<file path="config.mk">
export PLATFORM = sky130hd
export DESIGN_NAME = priority_arbiter_8_flat
export DESIGN_NICKNAME = d
export VERILOG_FILES = /design/src/rtl/priority_arbiter_8_if.sv /design/src/rtl/priority_arbiter_8.sv /design/src/flat_wrapper.sv
export SDC_FILE = /design/constraint.sdc
export NUM_CORES = 1
export LEC_CHECK = 0
export CAP_MARGIN = 20
export CORE_UTILIZATION = 45
export CTS_CLUSTER_DIAMETER = 100
export CTS_CLUSTER_SIZE = 28
export DETAILED_ROUTE_END_ITERATION = 12
export MAX_ROUTING_LAYER = met4
export PLACE_DENSITY_LB_ADDON = 0.1
export SLEW_MARGIN = 20
export SYNTH_ARGS = -nofsm -noshare
export SYNTH_HDL_FRONTEND = slang
export SYNTH_SLANG_ARGS = --single-unit
</file>
<file path="constraint.sdc">
create_clock -name clk -period 2.55 [get_ports clk]
set_clock_uncertainty 0.1 [all_clocks]
set_input_delay 0.255 -clock clk [delete_from_list [all_inputs] [get_ports clk]]
set_output_delay 0.255 -clock clk [all_outputs]
set_load 0.005 [all_outputs]
</file>
<file path="src/rtl/priority_arbiter_8_if.sv">
// Request/grant bundle for priority_arbiter_8: requesters drive req (master),
// the arbiter drives the registered grant outputs (slave).
interface priority_arbiter_8_if;
  logic [7:0] req;
  logic [7:0] gnt;
  logic [2:0] gnt_idx;
  logic       gnt_valid;
  logic       timeout;

  modport master (output req, input gnt, gnt_idx, gnt_valid, timeout);
  modport slave  (input req, output gnt, gnt_idx, gnt_valid, timeout);
endinterface

</file>
<file path="src/rtl/priority_arbiter_8.sv">
// 8-requester arbiter with registered one-hot grant, hold-until-release and an
// optional hold timeout. Define ROUND_ROBIN_EN for rotating priority.
module priority_arbiter_8 #(
  parameter int unsigned MAX_HOLD = 16
) (
  input logic                  clk,
  input logic                  rst_n,
  priority_arbiter_8_if.slave  bus
);

  typedef enum logic {IDLE, GRANT} state_t;

  localparam bit         TO_EN     = (MAX_HOLD != 0);
  localparam logic [4:0] HOLD_LAST = TO_EN ? 5'(MAX_HOLD - 1) : 5'd0;

  state_t     state;
  logic [7:0] gnt_q;
  logic [2:0] idx_q;
  logic       valid_q;
  logic       timeout_q;
  logic [4:0] hold_q;
`ifdef ROUND_ROBIN_EN
  logic [2:0] rr_ptr;
`endif

  logic [7:0] others;
  logic [7:0] cand;
  logic [2:0] win;
  logic       do_grant;
  logic       do_idle;
  logic       to_fire;

`ifdef ROUND_ROBIN_EN
  // Scan ptr, ptr-7, ..., ptr-1; the last hit (ptr-1 side) has highest priority.
  function automatic logic [2:0] winner(input logic [7:0] m, input logic [2:0] ptr);
    logic [2:0] w;
    logic [2:0] i;
    w = '0;
    for (int unsigned k = 8; k >= 1; k--) begin
      i = ptr - 3'(k);
      if (m[i]) w = i;
    end
    return w;
  endfunction
`else
  function automatic logic [2:0] winner(input logic [7:0] m);
    logic [2:0] w;
    logic [2:0] i;
    w = '0;
    for (int unsigned k = 0; k < 8; k++) begin
      i = 3'(k);
      if (m[i]) w = i;
    end
    return w;
  endfunction
`endif

  always_comb begin
    others   = bus.req & ~(8'd1 << idx_q);
    cand     = bus.req;
    do_grant = 1'b0;
    do_idle  = 1'b0;
    to_fire  = 1'b0;
    case (state)
      IDLE: do_grant = |bus.req;
      GRANT: begin
        // Release is tested first so it masks a coincident timeout.
        if (!bus.req[idx_q]) begin
          cand     = others;
          do_grant = |others;
          do_idle  = ~|others;
        end else if (TO_EN && hold_q == HOLD_LAST) begin
          to_fire  = 1'b1;
          cand     = others;
          do_grant = |others;
          do_idle  = ~|others;
        end
      end
      default: ;
    endcase
`ifdef ROUND_ROBIN_EN
    win = winner(cand, rr_ptr);
`else
    win = winner(cand);
`endif
  end

  always_ff @(posedge clk) begin
    if (!rst_n) begin
      state     <= IDLE;
      gnt_q     <= '0;
      idx_q     <= '0;
      valid_q   <= 1'b0;
      timeout_q <= 1'b0;
      hold_q    <= '0;
`ifdef ROUND_ROBIN_EN
      rr_ptr    <= '0;
`endif
    end else begin
      timeout_q <= to_fire;
      if (do_grant) begin
        state   <= GRANT;
        gnt_q   <= 8'd1 << win;
        idx_q   <= win;
        valid_q <= 1'b1;
        hold_q  <= '0;
`ifdef ROUND_ROBIN_EN
        rr_ptr  <= win;
`endif
      end else if (do_idle) begin
        state   <= IDLE;
        gnt_q   <= '0;
        idx_q   <= '0;
        valid_q <= 1'b0;
        hold_q  <= '0;
      end else if (state == GRANT && hold_q != '1) begin
        hold_q  <= hold_q + 5'd1;
      end
    end
  end

  assign bus.gnt       = gnt_q;
  assign bus.gnt_idx   = idx_q;
  assign bus.gnt_valid = valid_q;
  assign bus.timeout   = timeout_q;

endmodule

</file>
<file path="src/flat_wrapper.sv">
// flat-port wrapper written by rule: the top's interface ports become plain ports
module priority_arbiter_8_flat 
#(
  parameter int unsigned MAX_HOLD = 16
)
  (clk, rst_n, bus_req, bus_gnt, bus_gnt_idx, bus_gnt_valid, bus_timeout);
  priority_arbiter_8_if bus_i ();
  input logic clk;
  input logic rst_n;
  input wire logic [$bits(bus_i.req)-1:0] bus_req;
  output wire logic [$bits(bus_i.gnt)-1:0] bus_gnt;
  output wire logic [$bits(bus_i.gnt_idx)-1:0] bus_gnt_idx;
  output wire logic [$bits(bus_i.gnt_valid)-1:0] bus_gnt_valid;
  output wire logic [$bits(bus_i.timeout)-1:0] bus_timeout;
  assign bus_i.req = bus_req;
  assign bus_gnt = bus_i.gnt;
  assign bus_gnt_idx = bus_i.gnt_idx;
  assign bus_gnt_valid = bus_i.gnt_valid;
  assign bus_timeout = bus_i.timeout;
  priority_arbiter_8 #(.MAX_HOLD(MAX_HOLD)) u_core (.clk(clk), .rst_n(rst_n), .bus(bus_i));
endmodule
</file>
==> metrics.md <==
| Metric | Value |
|---|---|
| Status | `completed` |
| Synth Warn # | `0` |
| Vias in the first global route | `1163` |
| Most common cell in the synthesized netlist | `dfxtp_1` |
| Peak supply drop | `0.000338 V` |
| Area growth from synthesis to layout | `33.2%` |
| Antenna diodes | `0` |
| Simple-Gate Fraction of Synth Area | `0.236` |
| Compound-Gate Fraction of Synth Area | `0.272` |
| Final min period | `2.41 ns` |
| Fraction of layout cells with a size suffix above 1 | `0.199` |
| Top cell type's share of synthesized area | `0.294` |
| Required time of the critical path | `2.65 ns` |
| Num rows | `18` |
| I/O pin count | `23` |
| Die ar. | `2940 sq um` |
| First drt pass iteration count | `4` |
| Ys flop type | `dfxtp_1` |
| Clock transition at the registers of the reported paths | `0.10 ns` |
| Core Util, Final | `0.647` |
| DRC Markers | `0` |
| Total Wirelength | `3220 um` |
| Area of the core | `2520 sq um` |
| EDFF count, synth | `0` |
| ANT nets after route | `0` |
| Hold Path Class | `reg2reg` |
| Mean post-synth cell area | `8.28 sq um` |
| Remaining global-route overflow | `0` |
| Synth Register Bits | `18` |
| Final hold violations | `0` |
| Critical Path End Type | `flip-flop` |
| Clock Latency Late Sink | `0.29 ns` |
| Vias per cell | `5.91` |
| Fin nets | `195` |
| Unique masters post-synth | `47` |
| Pwr per Cell Area | `490 nW/um^2` |
| Adder-cell share of the synthesized area | `0.0306` |
| Final period util | `0.943` |
| Worst setup SP type | `flip-flop` |
| Cell taking the most area after synthesis | `dfxtp_1` |
| Worst-Margin Slew | `0.520 ns` |
| Initial antenna violation count | `0` |
| H-Tree Depth | `1` |
| WL per Instance | `15.3 um` |
| Synth Instances | `148` |
| Worst slew margin | `0.650` |
| Total power | `800 uW` |
| FILL cells | `228` |
| Fraction of registers with async set/reset | `0` |
| Chip height | `54.2 um` |
| GRT Overall Usage | `0.249` |
| Synth top area cells | `dfxtp_1 (29%), mux2i_1 (4.9%), nand2_1 (4.9%)` |
| Mux cell area share after synthesis | `0.0857` |
| Cts bufs inserted | `3` |
| Pin count of the biggest net entering global routing | `12` |
| Finish-stage setup viols | `0` |
| Half-perimeter wire length after placement | `2380 um` |
| Final Slew Violations | `0` |
| XOR/XNOR Fraction of Synth Area | `0.0214` |
| RSZ-0062 raised after global routing | `false` |
| Starting DRC count in detailed routing | `29` |
| Via count | `1248` |
| Maximum fanout along the worst path | `5` |
| Setup CP Type | `reg2reg` |
| Synthesized net count | `161` |
| First-pass GRT wire length | `5200 um` |
| Starting Density | `0.486` |
| CTS tree | `built` |
| Root buffer cell | `clkbuf_4` |
| Maximum buffer depth of the clock tree | `2` |
| IO Port Bufs | `22` |
| Max Clk Rate | `416 MHz` |
| Clock tree sinks | `18` |
| Die W | `54.2 um` |
| Register area share after synthesis | `0.294` |
| Max-Cap Viols | `0` |
| Largest family of logic cells by synthesized area | `compound AO/OA/AOI/OAI gates` |
| Crit path arrival time | `2.51 ns` |
| Commonest cells post-synth | `dfxtp_1 (18), nand2_1 (16), nor2_1 (12)` |
| Post-CTS Hold Buffers | `0` |
| Leakage | `0.000610 uW` |
| Synthesized area | `1230 sq um` |
| Gpl congestion | `0.997` |
-- metrics by stage --
step                setup slack, ns  setup TNS [ns]  std cells  hold WS, ns  instance area, sq um
floorplan                     0.260               0        148        0.320                  1230
global placement            -0.0330         -0.0330        207        0.339                  1580
detailed placement           -0.103          -0.156        207        0.346                  1580
CTS                          0.0368               0        211        0.370                  1620
global route                0.00941               0        211        0.408                  1630
finish                        0.145               0        211        0.365                  1630
-- worst max-delay path, cell delays in order, from the launching register on --
cell and delay, ns:
dfxtp_1 0.35, ha_1 0.21, and3_1 0.20, ha_2 0.21, nand2_1 0.11, nor3_2 0.06, o21ai_0 0.16, a22oi_1 0.14
a311o_1 0.41, o41ai_2 0.35
-- report_power, final --
| group | switching (uW) | total [uW] | internal (uW) |
|---|---|---|---|
| Clock | 89.9 | 177 | 87.0 |
| Combinational | 141 | 296 | 155 |
| Sequential | 28.1 | 327 | 299 |
| Total | 259 | 800 | 541 |
-- cell type report --
type / instances / area [sq um] / share of cell area
inverters: 4 / 15.0 / 0.00920
multi-input cells: 114 / 807 / 0.494
flip-flops and latches: 18 / 362 / 0.221
repair buffers: 41 / 375 / 0.230
clock buffers: 4 / 36.3 / 0.0222
well taps: 30 / 37.5 / 0.0230
-- kinds of logic (layout without fill, tap and decap cells) --
group | Yosys count | in the layout
and+or+nand+nor | 57 | 57
DFF | 18 | 18
buffers and inverters | 16 | 49
xor gates and xnor gates | 3 | 3
adders and majority gates | 3 | 3
AOI/OAI and AO/OA | 42 | 42
muxes | 9 | 9
-- state kept, by name, summed over array words and instances, names as in the netlist --
register / flops
u_core.bus.timeout: 1
u_core.bus.gnt_idx: 3
u_core.state: 1
u_core.bus.gnt: 8
u_core.hold_q: 5
-- routing by layer --
metal	global-route usage	share of wire	vias up
li1	-	-	615
met1	0.311	0.47	608
met2	0.429	0.50	23
met3	0.0198	0.027	2
met4	0.0598	0.0050	0
met5	-	0	-
-- path summary, 6_finish.rpt --
kind                                        from                             end  slack [ns]  cells past startpoint
setup reg to reg   u_core.hold_q[0]$_SDFFE_PP0P_  u_core.bus.gnt[3]$_SDFFE_PN0P_        0.14                      9
hold reg to reg   u_core.bus.gnt[4]$_SDFFE_PN0P_  u_core.bus.gnt[4]$_SDFFE_PN0P_        0.37                      2
hold / removal    u_core.bus.gnt[4]$_SDFFE_PN0P_  u_core.bus.gnt[4]$_SDFFE_PN0P_        0.37                      2
setup / recovery   u_core.hold_q[0]$_SDFFE_PP0P_  u_core.bus.gnt[3]$_SDFFE_PN0P_        0.14                      9
-- layout by cell type, fill, tap and decap left out, types with 3 or more instances in the layout --
cell	netlist	routed
o21ai_0	8	8
nor3_1	6	5
a21oi_1	3	3
nand2_1	16	15
a22o_1	3	3
mux2i_1	6	6
clkdlybuf4s50_1	0	22
nor3b_1	4	4
o31ai_1	5	4
nand2b_1	4	4
nor2_1	12	12
dfxtp_1	18	17
nand4_1	3	3
clkbuf_4	0	3
buf_4	0	18
inv_1	4	4
-- repair_timing --
item	in CTS	in global routing
buffers inserted	0	0
endpoints found under the hold margin	0	0
endpoints found under the setup margin	0	9
gates resized for setup	0	5
(Power assumes the default switching activity.)
